### config.mk
export PLATFORM = sky130hd
export DESIGN_NAME = seg_scan_capture_flat
export DESIGN_NICKNAME = d
export VERILOG_FILES = /design/src/rtl/seg7_pkg.sv /design/src/rtl/seg_scan_capture_if.sv /design/src/rtl/seg7_pattern_decode.sv /design/src/rtl/seg_scan_capture.sv /design/src/flat_wrapper.sv
export SDC_FILE = /design/constraint.sdc
export NUM_CORES = 1
export LEC_CHECK = 0
export BUFFER_PORTS_ARGS = -buffer_cell sky130_fd_sc_hd__buf_2
export CAP_MARGIN = 10
export CORE_ASPECT_RATIO = 0.6
export CORE_MARGIN = 5
export CORE_UTILIZATION = 60
export CTS_BUF_LIST = sky130_fd_sc_hd__clkbuf_8
export DETAILED_ROUTE_END_ITERATION = 16
export GPL_ROUTABILITY_DRIVEN = 0
export PLACE_DENSITY = 0.84
export SYNTH_ARGS = -nofsm -noshare
export SYNTH_HDL_FRONTEND = slang
export SYNTH_HIERARCHICAL = 1
export SYNTH_SLANG_ARGS = --single-unit
### constraint.sdc
create_clock -name clk -period 6.1 [get_ports clk]
set_clock_uncertainty 0.2 [all_clocks]
set_input_delay 0.915 -clock clk [delete_from_list [all_inputs] [get_ports clk]]
set_output_delay 0.915 -clock clk [all_outputs]
set_load 0.01 [all_outputs]
### src/rtl/seg7_pkg.sv
// rtl/seg7_pkg.sv - seven-segment glyph constants and scan FSM state type
//
// Purpose: shared definitions for the segment scan capture path.
// Glyphs are in active-high form (bit6 = a ... bit0 = g).
package seg7_pkg;

  localparam logic [6:0] SEG_0     = 7'h7E;
  localparam logic [6:0] SEG_1     = 7'h30;
  localparam logic [6:0] SEG_2     = 7'h6D;
  localparam logic [6:0] SEG_3     = 7'h79;
  localparam logic [6:0] SEG_4     = 7'h33;
  localparam logic [6:0] SEG_5     = 7'h5B;
  localparam logic [6:0] SEG_6     = 7'h5F;
  localparam logic [6:0] SEG_7     = 7'h70;
  localparam logic [6:0] SEG_8     = 7'h7F;
  localparam logic [6:0] SEG_9     = 7'h7B;
  localparam logic [6:0] SEG_A     = 7'h77;
  localparam logic [6:0] SEG_B     = 7'h1F;
  localparam logic [6:0] SEG_C     = 7'h4E;
  localparam logic [6:0] SEG_D     = 7'h3D;
  localparam logic [6:0] SEG_E     = 7'h4F;
  localparam logic [6:0] SEG_F     = 7'h47;
  localparam logic [6:0] SEG_BLANK = 7'h00;

  typedef enum logic [1:0] {
    ST_IDLE     = 2'd0,
    ST_SETTLING = 2'd1,
    ST_HELD     = 2'd2
  } scan_state_e;

endpackage

### src/rtl/seg_scan_capture_if.sv
// rtl/seg_scan_capture_if.sv - display bus and capture result bundle
//
// Purpose: groups the multiplexed display lines and the captured register image.
// Signals:
//   an_n         digit selects, active-low (driven by the display side)
//   seg_n        segment lines, active-low, bit6 = a ... bit0 = g
//   digits       captured nibbles, digit i in [4i+3:4i]
//   digit_valid  last capture of digit i decoded to a glyph
//   code_err     last capture of digit i was non-blank and not a glyph
//   frame_strobe one-cycle pulse when every digit has been captured
// Modports: master = display/observer side, slave = capture block.
interface seg_scan_capture_if #(
  parameter int NUM_DIGITS = 8
);

  logic [NUM_DIGITS-1:0]   an_n;
  logic [6:0]              seg_n;
  logic [4*NUM_DIGITS-1:0] digits;
  logic [NUM_DIGITS-1:0]   digit_valid;
  logic [NUM_DIGITS-1:0]   code_err;
  logic                    frame_strobe;

  modport master (
    output an_n,
    output seg_n,
    input  digits,
    input  digit_valid,
    input  code_err,
    input  frame_strobe
  );

  modport slave (
    input  an_n,
    input  seg_n,
    output digits,
    output digit_valid,
    output code_err,
    output frame_strobe
  );

endinterface

### src/rtl/seg7_pattern_decode.sv
// rtl/seg7_pattern_decode.sv - inverse seven-segment map, pattern to nibble
//
// Purpose: combinational decode of an active-high segment pattern.
// Ports:
//   pattern_i  7-bit active-high pattern (bit6 = a)
//   nibble_o   decoded hex value (0 when not a hit)
//   hit_o      pattern matched one of the 16 glyphs
//   blank_o    pattern is all segments off
module seg7_pattern_decode
  import seg7_pkg::*;
(
  input  logic [6:0] pattern_i,
  output logic [3:0] nibble_o,
  output logic       hit_o,
  output logic       blank_o
);

  always_comb begin
    nibble_o = 4'h0;
    hit_o    = 1'b1;
    blank_o  = 1'b0;
    case (pattern_i)
      SEG_0: nibble_o = 4'h0;
      SEG_1: nibble_o = 4'h1;
      SEG_2: nibble_o = 4'h2;
      SEG_3: nibble_o = 4'h3;
      SEG_4: nibble_o = 4'h4;
      SEG_5: nibble_o = 4'h5;
      SEG_6: nibble_o = 4'h6;
      SEG_7: nibble_o = 4'h7;
      SEG_8: nibble_o = 4'h8;
      SEG_9: nibble_o = 4'h9;
      SEG_A: nibble_o = 4'hA;
      SEG_B: nibble_o = 4'hB;
      SEG_C: nibble_o = 4'hC;
      SEG_D: nibble_o = 4'hD;
      SEG_E: nibble_o = 4'hE;
      SEG_F: nibble_o = 4'hF;
      SEG_BLANK: begin
        hit_o   = 1'b0;
        blank_o = 1'b1;
      end
      default: hit_o = 1'b0;
    endcase
  end

endmodule

### src/rtl/seg_scan_capture.sv
// rtl/seg_scan_capture.sv - multiplexed seven-segment bus capture to register image
//
// Purpose: synchronizes the display lines, waits for each digit slot to hold
// steady for SETTLE cycles, decodes the segment pattern and stores it per digit.
// Ports:
//   clk  system clock
//   rst  asynchronous active-high reset
//   bus  seg_scan_capture_if.slave (an_n/seg_n in, digits/flags/frame_strobe out)
module seg_scan_capture
  import seg7_pkg::*;
#(
  parameter int NUM_DIGITS = 8,
  parameter int SETTLE     = 4
) (
  input  logic           clk,
  input  logic           rst,
  seg_scan_capture_if.slave bus
);

  localparam int CNT_W = $clog2(SETTLE + 1);
  localparam int IDX_W = (NUM_DIGITS > 1) ? $clog2(NUM_DIGITS) : 1;
  localparam logic [CNT_W-1:0] CNT_MAX  = CNT_W'(SETTLE);
  localparam logic [CNT_W-1:0] CNT_ONE  = CNT_W'(1);
  localparam logic [IDX_W:0]   ZERO_ONE = (IDX_W + 1)'(1);

  // Synchronizers plus a one-cycle history for change detection. All reset
  // to ones so the bus looks deselected coming out of reset.
  logic [NUM_DIGITS-1:0] an_s1_q, an_s2_q, an_prev_q;
  logic [6:0]            seg_s1_q, seg_s2_q, seg_prev_q;

  always_ff @(posedge clk or posedge rst) begin
    if (rst) begin
      an_s1_q    <= '1;
      an_s2_q    <= '1;
      an_prev_q  <= '1;
      seg_s1_q   <= '1;
      seg_s2_q   <= '1;
      seg_prev_q <= '1;
    end else begin
      an_s1_q    <= bus.an_n;
      an_s2_q    <= an_s1_q;
      an_prev_q  <= an_s2_q;
      seg_s1_q   <= bus.seg_n;
      seg_s2_q   <= seg_s1_q;
      seg_prev_q <= seg_s2_q;
    end
  end

  // Select is usable only when exactly one anode is low.
  logic [IDX_W:0]   zero_cnt;
  logic [IDX_W-1:0] sel_idx;
  logic             sel_valid;
  logic             changed;

  always_comb begin
    zero_cnt = '0;
    sel_idx  = '0;
    for (int i = 0; i < NUM_DIGITS; i++) begin
      if (!an_s2_q[i]) begin
        zero_cnt = zero_cnt + 1'b1;
        sel_idx  = IDX_W'(i);
      end
    end
  end

  assign sel_valid = (zero_cnt == ZERO_ONE);
  assign changed   = (an_s2_q != an_prev_q) || (seg_s2_q != seg_prev_q);

  logic [3:0] dec_nibble;
  logic       dec_hit;
  logic       dec_blank;

  seg7_pattern_decode u_decode (
    .pattern_i (~seg_s2_q),
    .nibble_o  (dec_nibble),
    .hit_o     (dec_hit),
    .blank_o   (dec_blank)
  );

  // Stability FSM. Capture fires in the cycle where the counter already
  // holds SETTLE and the lines are still unchanged, so a change landing in
  // that cycle cancels it.
  scan_state_e      state_q, state_d;
  logic [CNT_W-1:0] cnt_q, cnt_d;
  logic             capture;

  always_ff @(posedge clk or posedge rst) begin
    if (rst) begin
      state_q <= ST_IDLE;
      cnt_q   <= '0;
    end else begin
      state_q <= state_d;
      cnt_q   <= cnt_d;
    end
  end

  always_comb begin
    state_d = state_q;
    cnt_d   = cnt_q;
    capture = 1'b0;
    case (state_q)
      ST_IDLE: begin
        cnt_d = '0;
        if (sel_valid) begin
          state_d = ST_SETTLING;
          cnt_d   = CNT_ONE;
        end
      end
      ST_SETTLING: begin
        if (changed) begin
          if (sel_valid) begin
            cnt_d = CNT_ONE;
          end else begin
            state_d = ST_IDLE;
            cnt_d   = '0;
          end
        end else if (cnt_q == CNT_MAX) begin
          capture = 1'b1;
          state_d = ST_HELD;
        end else begin
          cnt_d = cnt_q + CNT_ONE;
        end
      end
      ST_HELD: begin
        if (changed) begin
          if (sel_valid) begin
            state_d = ST_SETTLING;
            cnt_d   = CNT_ONE;
          end else begin
            state_d = ST_IDLE;
            cnt_d   = '0;
          end
        end
      end
      default: begin
        state_d = ST_IDLE;
        cnt_d   = '0;
      end
    endcase
  end

  // Digit register image and frame tracking.
  logic [4*NUM_DIGITS-1:0] digits_q, digits_d;
  logic [NUM_DIGITS-1:0]   valid_q, valid_d;
  logic [NUM_DIGITS-1:0]   err_q, err_d;
  logic [NUM_DIGITS-1:0]   seen_q, seen_d;
  logic                    strobe_q, strobe_d;

  always_ff @(posedge clk or posedge rst) begin
    if (rst) begin
      digits_q <= '0;
      valid_q  <= '0;
      err_q    <= '0;
      seen_q   <= '0;
      strobe_q <= 1'b0;
    end else begin
      digits_q <= digits_d;
      valid_q  <= valid_d;
      err_q    <= err_d;
      seen_q   <= seen_d;
      strobe_q <= strobe_d;
    end
  end

  always_comb begin
    digits_d = digits_q;
    valid_d  = valid_q;
    err_d    = err_q;
    seen_d   = seen_q;
    strobe_d = 1'b0;
    if (capture) begin
      if (dec_hit) begin
        digits_d[{sel_idx, 2'b00} +: 4] = dec_nibble;
        valid_d[sel_idx]                = 1'b1;
        err_d[sel_idx]                  = 1'b0;
      end else if (dec_blank) begin
        valid_d[sel_idx] = 1'b0;
        err_d[sel_idx]   = 1'b0;
      end else begin
        valid_d[sel_idx] = 1'b0;
        err_d[sel_idx]   = 1'b1;
      end
      seen_d[sel_idx] = 1'b1;
      // Completing the set pulses once and starts a fresh frame.
      if (&seen_d) begin
        strobe_d = 1'b1;
        seen_d   = '0;
      end
    end
  end

  assign bus.digits       = digits_q;
  assign bus.digit_valid  = valid_q;
  assign bus.code_err     = err_q;
  assign bus.frame_strobe = strobe_q;

endmodule
### src/flat_wrapper.sv
// flat-port wrapper written by rule: the top's interface ports become plain ports
module seg_scan_capture_flat import seg7_pkg::*;
#(
  parameter int NUM_DIGITS = 8,
  parameter int SETTLE     = 4
)
  (clk, rst, bus_an_n, bus_seg_n, bus_digits, bus_digit_valid, bus_code_err, bus_frame_strobe);
  seg_scan_capture_if #(.NUM_DIGITS(NUM_DIGITS)) bus_i ();
  input  logic clk;
  input  logic rst;
  input wire logic [$bits(bus_i.an_n)-1:0] bus_an_n;
  input wire logic [$bits(bus_i.seg_n)-1:0] bus_seg_n;
  output wire logic [$bits(bus_i.digits)-1:0] bus_digits;
  output wire logic [$bits(bus_i.digit_valid)-1:0] bus_digit_valid;
  output wire logic [$bits(bus_i.code_err)-1:0] bus_code_err;
  output wire logic [$bits(bus_i.frame_strobe)-1:0] bus_frame_strobe;
  assign bus_i.an_n = bus_an_n;
  assign bus_i.seg_n = bus_seg_n;
  assign bus_digits = bus_i.digits;
  assign bus_digit_valid = bus_i.digit_valid;
  assign bus_code_err = bus_i.code_err;
  assign bus_frame_strobe = bus_i.frame_strobe;
  seg_scan_capture #(.NUM_DIGITS(NUM_DIGITS), .SETTLE(SETTLE)) u_core (.clk(clk), .rst(rst), .bus(bus_i));
endmodule
==> results.cfg, run 1 <==
[run_status]
status = finished, final reports clean

[finish]
fillers = 617
area_growth_syn_to_layout_pct = 11.8
final_common_cell = buf_2
final_cell_mix = buf_2, dfrtp_1, dfstp_2, mux2_2, inv_1
drive_above_1_share = 0.378
n_antenna_cell = 0
fin_nets = 507

[logic_synthesis]
synth_top_flop_cell = dfrtp_1
synth_edf_count = 0
ys_ff_latch = 107
synthAdderAreaFrac = 0.0338
synthesis.nets = 446
synth_cell_type_count = 70
synthSimpleGateAreaFrac = 0.149
muxShareOfSynthArea = 0.117
synth_area_per_cell_um2 = 12.3
synth_top_family_by_area = simple AND/OR/NAND/NOR gates
synth_warnings = 6
syn-instance-count = 416
async_reset_ff_frac = 1.00
synth_xor_area_frac = 0.0566
netlist_area_um2 = 5110
yosysSeqAreaShare = 0.535
synth-compound-area-share = 0.0713

[global_route]
grt_max_degree = 84
grt_util_all_layers = 0.205
grt_pass1_vias = 3409
grt_overflow_total = 0
grt_pass1_wl_mm = 16.9
antenna_found_initial = 0

[clock_tree]
clockBufferDepth = 2
root_buffer = clkbuf_8
htree_levels = 3
cts_resized = 0
cts_sinks = 107
postCtsHoldBufs = 0
tritoncts = done
cts_made_buffers = 9
cts_setup_buffers = 0
clock_latency_ns = 0.38
path_clk_slew_ns = 0.11

[sta]
worst_slack_ns = 1.33
timing.max_slew.rel_slack = 0.327
final-hold-violation-count = 0
tns_ns = 0
fmax_mhz = 209
finalSetupViolCount = 0
grt_setup_unrepaired = no
tightest_slew_ns = 1.01
fin_crit_ns = 4.77
min_period_over_period = 0.783
drv_slew = 0

[setup_path]
crit_chain = inv_1 > ha_1 > xnor2_1 > ha_1 > nor2_1 > a31oi_1 > ha_1 > nand2b_1 > nand2b_1 > ha_1 > o22a_1 > ha_1 > xnor3_1 > o41ai_1 > nor3b_1 > mux2i_1 > o32ai_1
r2r_end = u_core/cnt_q[0]$_DFFE_PP0P_
crit_path_frequent_cell = ha_1
crit_end = u_core/cnt_q[0]$_DFFE_PP0P_
slowest_delay_ns = 0.58
worst_setup_path_end_kind = flop
rrSetupSlack_ns = 1.33
worstPathArrival_ns = 4.84
rr_startpoint = u_core/an_s2_q[0]$_DFF_PP1_
reg2regPathDepth = 17
startpoint = u_core/an_s2_q[0]$_DFF_PP1_
slowest_stage = dfstp_2
startpoint_type = flop
cp_max_fo = 4
worstSetupPathType = reg2reg
required_ns = 6.16

[floorplanning]
core.rowCount = 26
fp.dieW_um = 129
die_y_um = 81.5
start_util = 0.609
pin_count = 66
die-area_um2 = 10500
design.core.area_um2 = 8390

[place]
io_buffers = 65
hpwl_mm = 7.57
pre_cts_ws_ns = 1.39

[routing]
final_antenna_net_count = 0
dr.pass1.iters = 4
via_per_inst = 5.74
drc = 0
finalWirelength_mm = 10.3
vias = 3410
wl_per_cell_um = 17.4
drt_iter0_drc = 275

[power_and_ir_drop]
p_per_area_nw_per_um2 = 250
ir_drop_mv = 0.168
power.leakage_nw = 2.82

[worst_hold_path]
hp-class = reg2reg
min_path_cells = 0

[job]
drv_cap = 0
## Yosys cell counts (all sizes together) (9+ instances only)
master | instances | share of area
dfrtp | 62 | 0.30
ha | 13 | 0.032
nand2 | 18 | 0.013
nor2b | 12 | 0.015
xor2 | 18 | 0.031
xnor2 | 9 | 0.017
inv | 26 | 0.019
a21oi | 10 | 0.0098
o21ai | 12 | 0.012
buf | 11 | 0.014
nor2 | 19 | 0.014
dfstp | 45 | 0.23
mux2 | 50 | 0.11
## how the worst min path moves through the flow
stage / from / endpoint / slack (ns)
2_1_floorplan: u_core/an_s1_q[0]$_DFF_PP1_ / u_core/an_s2_q[0]$_DFF_PP1_ / 0.15
5_1_grt: u_core/seg_s1_q[2]$_DFF_PP1_ / u_core/seg_s2_q[2]$_DFF_PP1_ / 0.16
3_5_place_dp: u_core/seg_s1_q[2]$_DFF_PP1_ / u_core/seg_s2_q[2]$_DFF_PP1_ / 0.15
4_1_cts: u_core/seg_s1_q[2]$_DFF_PP1_ / u_core/seg_s2_q[2]$_DFF_PP1_ / 0.16
3_3_place_gp: u_core/an_s1_q[7]$_DFF_PP1_ / u_core/an_s2_q[7]$_DFF_PP1_ / 0.15
6_report: u_core/seg_s1_q[0]$_DFF_PP1_ / u_core/seg_s2_q[0]$_DFF_PP1_ / 0.16
## power breakdown
| group | internal (W) | total (W) | switching, W |
|---|---|---|---|
| Combinational | 0.0000855 | 0.000203 | 0.000117 |
| Clock | 0.000200 | 0.000459 | 0.000259 |
| Sequential | 0.000743 | 0.000767 | 0.0000237 |
## layer usage
metal	up-vias	wire, um	GRT usage	part of all wire
met3	18	603	0.0520	0.058
li1	1582	-	-	-
met5	-	0	0	0
met1	1695	4840	0.287	0.47
met2	115	4700	0.312	0.46
met4	0	165	0.0765	0.016
## through the flow
step | instance area [um2] | util | hold WS, ns | cells | power (W)
after floorplan | 5110 | - | 0.145 | 416 | 0.000934
after global placement | 5490 | 0.655 | 0.147 | 578 | 0.000964
after detailed placement | 5490 | 0.655 | 0.147 | 578 | 0.000980
after CTS | 5710 | 0.680 | 0.162 | 594 | 0.00144
after global routing | 5710 | 0.680 | 0.164 | 594 | 0.00149
final | 5710 | 0.680 | 0.161 | 594 | 0.00143
## worst max-delay path, delay by kind of cell (launching register included)
family,cells,cell delay [ns]
simple gates,4,0.56
fa+ha+maj,5,1.45
flops,1,0.58
mux,1,0.15
xor+xnor,2,0.72
buf+inv,1,0.05
compound gates,4,0.97
## logic make-up (layout without fill, tap and decap cells)
group	after synthesis	after routing
buf+inv	42	108
compound gates	53	53
mux	52	52
flops	107	107
xor+xnor	29	29
fa+ha+maj	14	14
simple gates	119	119
## area by class of cell
cell class	count	area (um2)	area share
Inverter	26	100	0.0175
Multi-Input combinational cell	267	2190	0.383
Tap cell	112	140	0.0245
Clock buffer	9	124	0.0217
Sequential cell	107	2730	0.479
Timing Repair Buffer	66	333	0.0583
Clock inverter	7	91.3	0.0160
Power figures use the tool's default switching activity.
==> run 2, diff against run 1 <==
CORE_UTILIZATION = 54   (was 60)
PLACE_DENSITY = 0.8   (was 0.84)
clock period = 4.25 ns   (was 6.1 ns; I/O delays follow)
==> run 2 against run 1 <==
Against the previous run: final cell count rose by 4.4%; hold slack got worse by 0.027 ns; utilization fell by 3.6 points; worst setup slack got worse by 1.3 ns; flip-flop and latch count did not move; global-route usage fell by 0.99 points; die area rose by 10%; largest power group unchanged; highest routed layer unchanged.
==> results.cfg, run 2 (same netlist as run 1, synthesis figures left out) <==
[sta]
tightest_slew_ns = 1.01
fin_crit_ns = 4.18
grt_setup_unrepaired = yes
drv_slew = 0
worst_slack_ns = 0.0731
min_period_over_period = 0.983
final-hold-violation-count = 0
fmax_mhz = 239
timing.max_slew.rel_slack = 0.329
finalSetupViolCount = 0

[setup_path]
reg2regPathDepth = 17
startpoint = u_core/an_s2_q[1]$_DFF_PP1_
r2r_end = u_core/state_q[0]$_DFFE_PP0P_
worstPathArrival_ns = 4.27
crit_end = u_core/state_q[0]$_DFFE_PP0P_
worstSetupPathType = reg2reg
worst_setup_path_end_kind = flop
rrSetupSlack_ns = 0.07
rr_startpoint = u_core/an_s2_q[1]$_DFF_PP1_
startpoint_type = flop
cp_max_fo = 4
required_ns = 4.35

[clock_tree]
root_buffer = clkbuf_8
path_clk_slew_ns = 0.11
clockBufferDepth = 2
cts_sinks = 107
postCtsHoldBufs = 0
htree_levels = 3
tritoncts = done
cts_made_buffers = 9
clock_latency_ns = 0.39

[routing]
wl_per_cell_um = 17.2
finalWirelength_mm = 10.6
routedLengthMet1_mm = 5.14
via_per_inst = 5.46
dr.pass1.iters = 4
wl_met2_mm = 4.86
drt_iter0_drc = 177
highest_layer = met4
final_antenna_net_count = 0
vias = 3386
drc = 0
wl_met3_um = 531

[place]
pre_cts_ws_ns = -0.107
hpwl_mm = 7.62
io_buffers = 65
post-place-cells = 602

[floorplanning]
pin_count = 66
start_util = 0.556
design.core.area_um2 = 9190
core.rowCount = 27
die-area_um2 = 11600
fp.dieW_um = 136
die_y_um = 85.3

[power_and_ir_drop]
power.leakage_nw = 2.88
ir_drop_mv = 0.227
p_per_area_nw_per_um2 = 358

[finish]
fin_cells = 620
final_cell_mix = buf_2, dfrtp_1, dfstp_2, mux2_2, inv_1
drive_above_1_share = 0.416
final_common_cell = buf_2
area_growth_syn_to_layout_pct = 15.8
fin_nets = 515
n_antenna_cell = 0
fillers = 720

[global_route]
grt_pass1_wl_mm = 17.8
grt_pass1_vias = 3493
grt_util_all_layers = 0.195
antenna_found_initial = 0
grt_max_degree = 88
grt_overflow_total = 0

[job]
drv_cap = 0

[run_status]
status = finished, final reports clean

[worst_hold_path]
hp-class = in2reg
-- run 2: cell count changes in the layout (fill, tap and decap cells not counted), moves of 2 or more --
cell     delta
buf_4       +7
ha_1        -4
ha_4        +3
o32ai_1     -2
o32ai_2     +2
-- run 2: per-stage QoR --
step | area (um2) | setup TNS, ns | utilization | hold WS, ns | power [W]
after floorplan | 5110 | 0 | - | 0.145 | 0.00134
after global placement | 5560 | 0 | 0.605 | 0.146 | 0.00140
after detailed placement | 5560 | -0.179 | 0.605 | 0.147 | 0.00141
after CTS | 5820 | 0 | 0.634 | 0.120 | 0.00209
after global routing | 5920 | -0.171 | 0.644 | 0.103 | 0.00222
final | 5920 | 0 | 0.644 | 0.134 | 0.00212
-- run 2: power by group --
group          internal, W  leakage [nW]  switching (W)
Sequential         0.00107          1.34      0.0000347
Clock             0.000288         0.108       0.000369
Combinational     0.000161          1.44       0.000196
-- run 2: timing repair --
item	CTS	global route
setup buffers	1	1
resized for setup	4	15
pin swaps	7	6
gates cloned	0	0
setup endpoints to repair	2	2
-- run 2: final cells by class --
class | instances | area (um2) | area share
flip-flops and latches | 107 | 2730 | 0.462
well taps | 130 | 163 | 0.0275
clock inverters | 7 | 96.3 | 0.0163
repair buffers | 74 | 397 | 0.0670
clock buffers | 9 | 124 | 0.0209
inverters | 26 | 100 | 0.0169
multi-input cells | 267 | 2300 | 0.389
-- run 2: worst min-delay path by stage --
stage / startpoint / to / slack [ns] / depth (start not counted)
6_report: bus_an_n[7] / u_core/an_s1_q[7]$_DFF_PP1_ / 0.13 / 1
5_1_grt: bus_an_n[7] / u_core/an_s1_q[7]$_DFF_PP1_ / 0.10 / 1
4_1_cts: bus_seg_n[0] / u_core/seg_s1_q[0]$_DFF_PP1_ / 0.12 / 1
3_5_place_dp: u_core/seg_s1_q[2]$_DFF_PP1_ / u_core/seg_s2_q[2]$_DFF_PP1_ / 0.15 / 0
3_3_place_gp: u_core/an_s1_q[3]$_DFF_PP1_ / u_core/an_s2_q[3]$_DFF_PP1_ / 0.15 / 0
2_1_floorplan: u_core/an_s1_q[0]$_DFF_PP1_ / u_core/an_s2_q[0]$_DFF_PP1_ / 0.15 / 0
-- run 2: metal layers --
layer,GRT usage,up-vias
met5,0,-
met4,0.0494,0
met3,0.0509,12
met2,0.299,72
met1,0.279,1711
li1,-,1591
-- run 2: worst max-delay path, cell delays in order (launching register included) --
cell and delay [ns]:
dfstp_2 0.56, inv_2 0.05, ha_4 0.26, xnor2_4 0.14, ha_4 0.28, nor2_2 0.03
a31oi_1 0.17, ha_1 0.28, nand2b_1 0.11, nand2b_1 0.07, ha_1 0.27, o22a_1 0.23
ha_2 0.18, xnor3_1 0.40, o41ai_4 0.25, nor3b_2 0.24, mux2i_2 0.12, o32ai_2 0.25
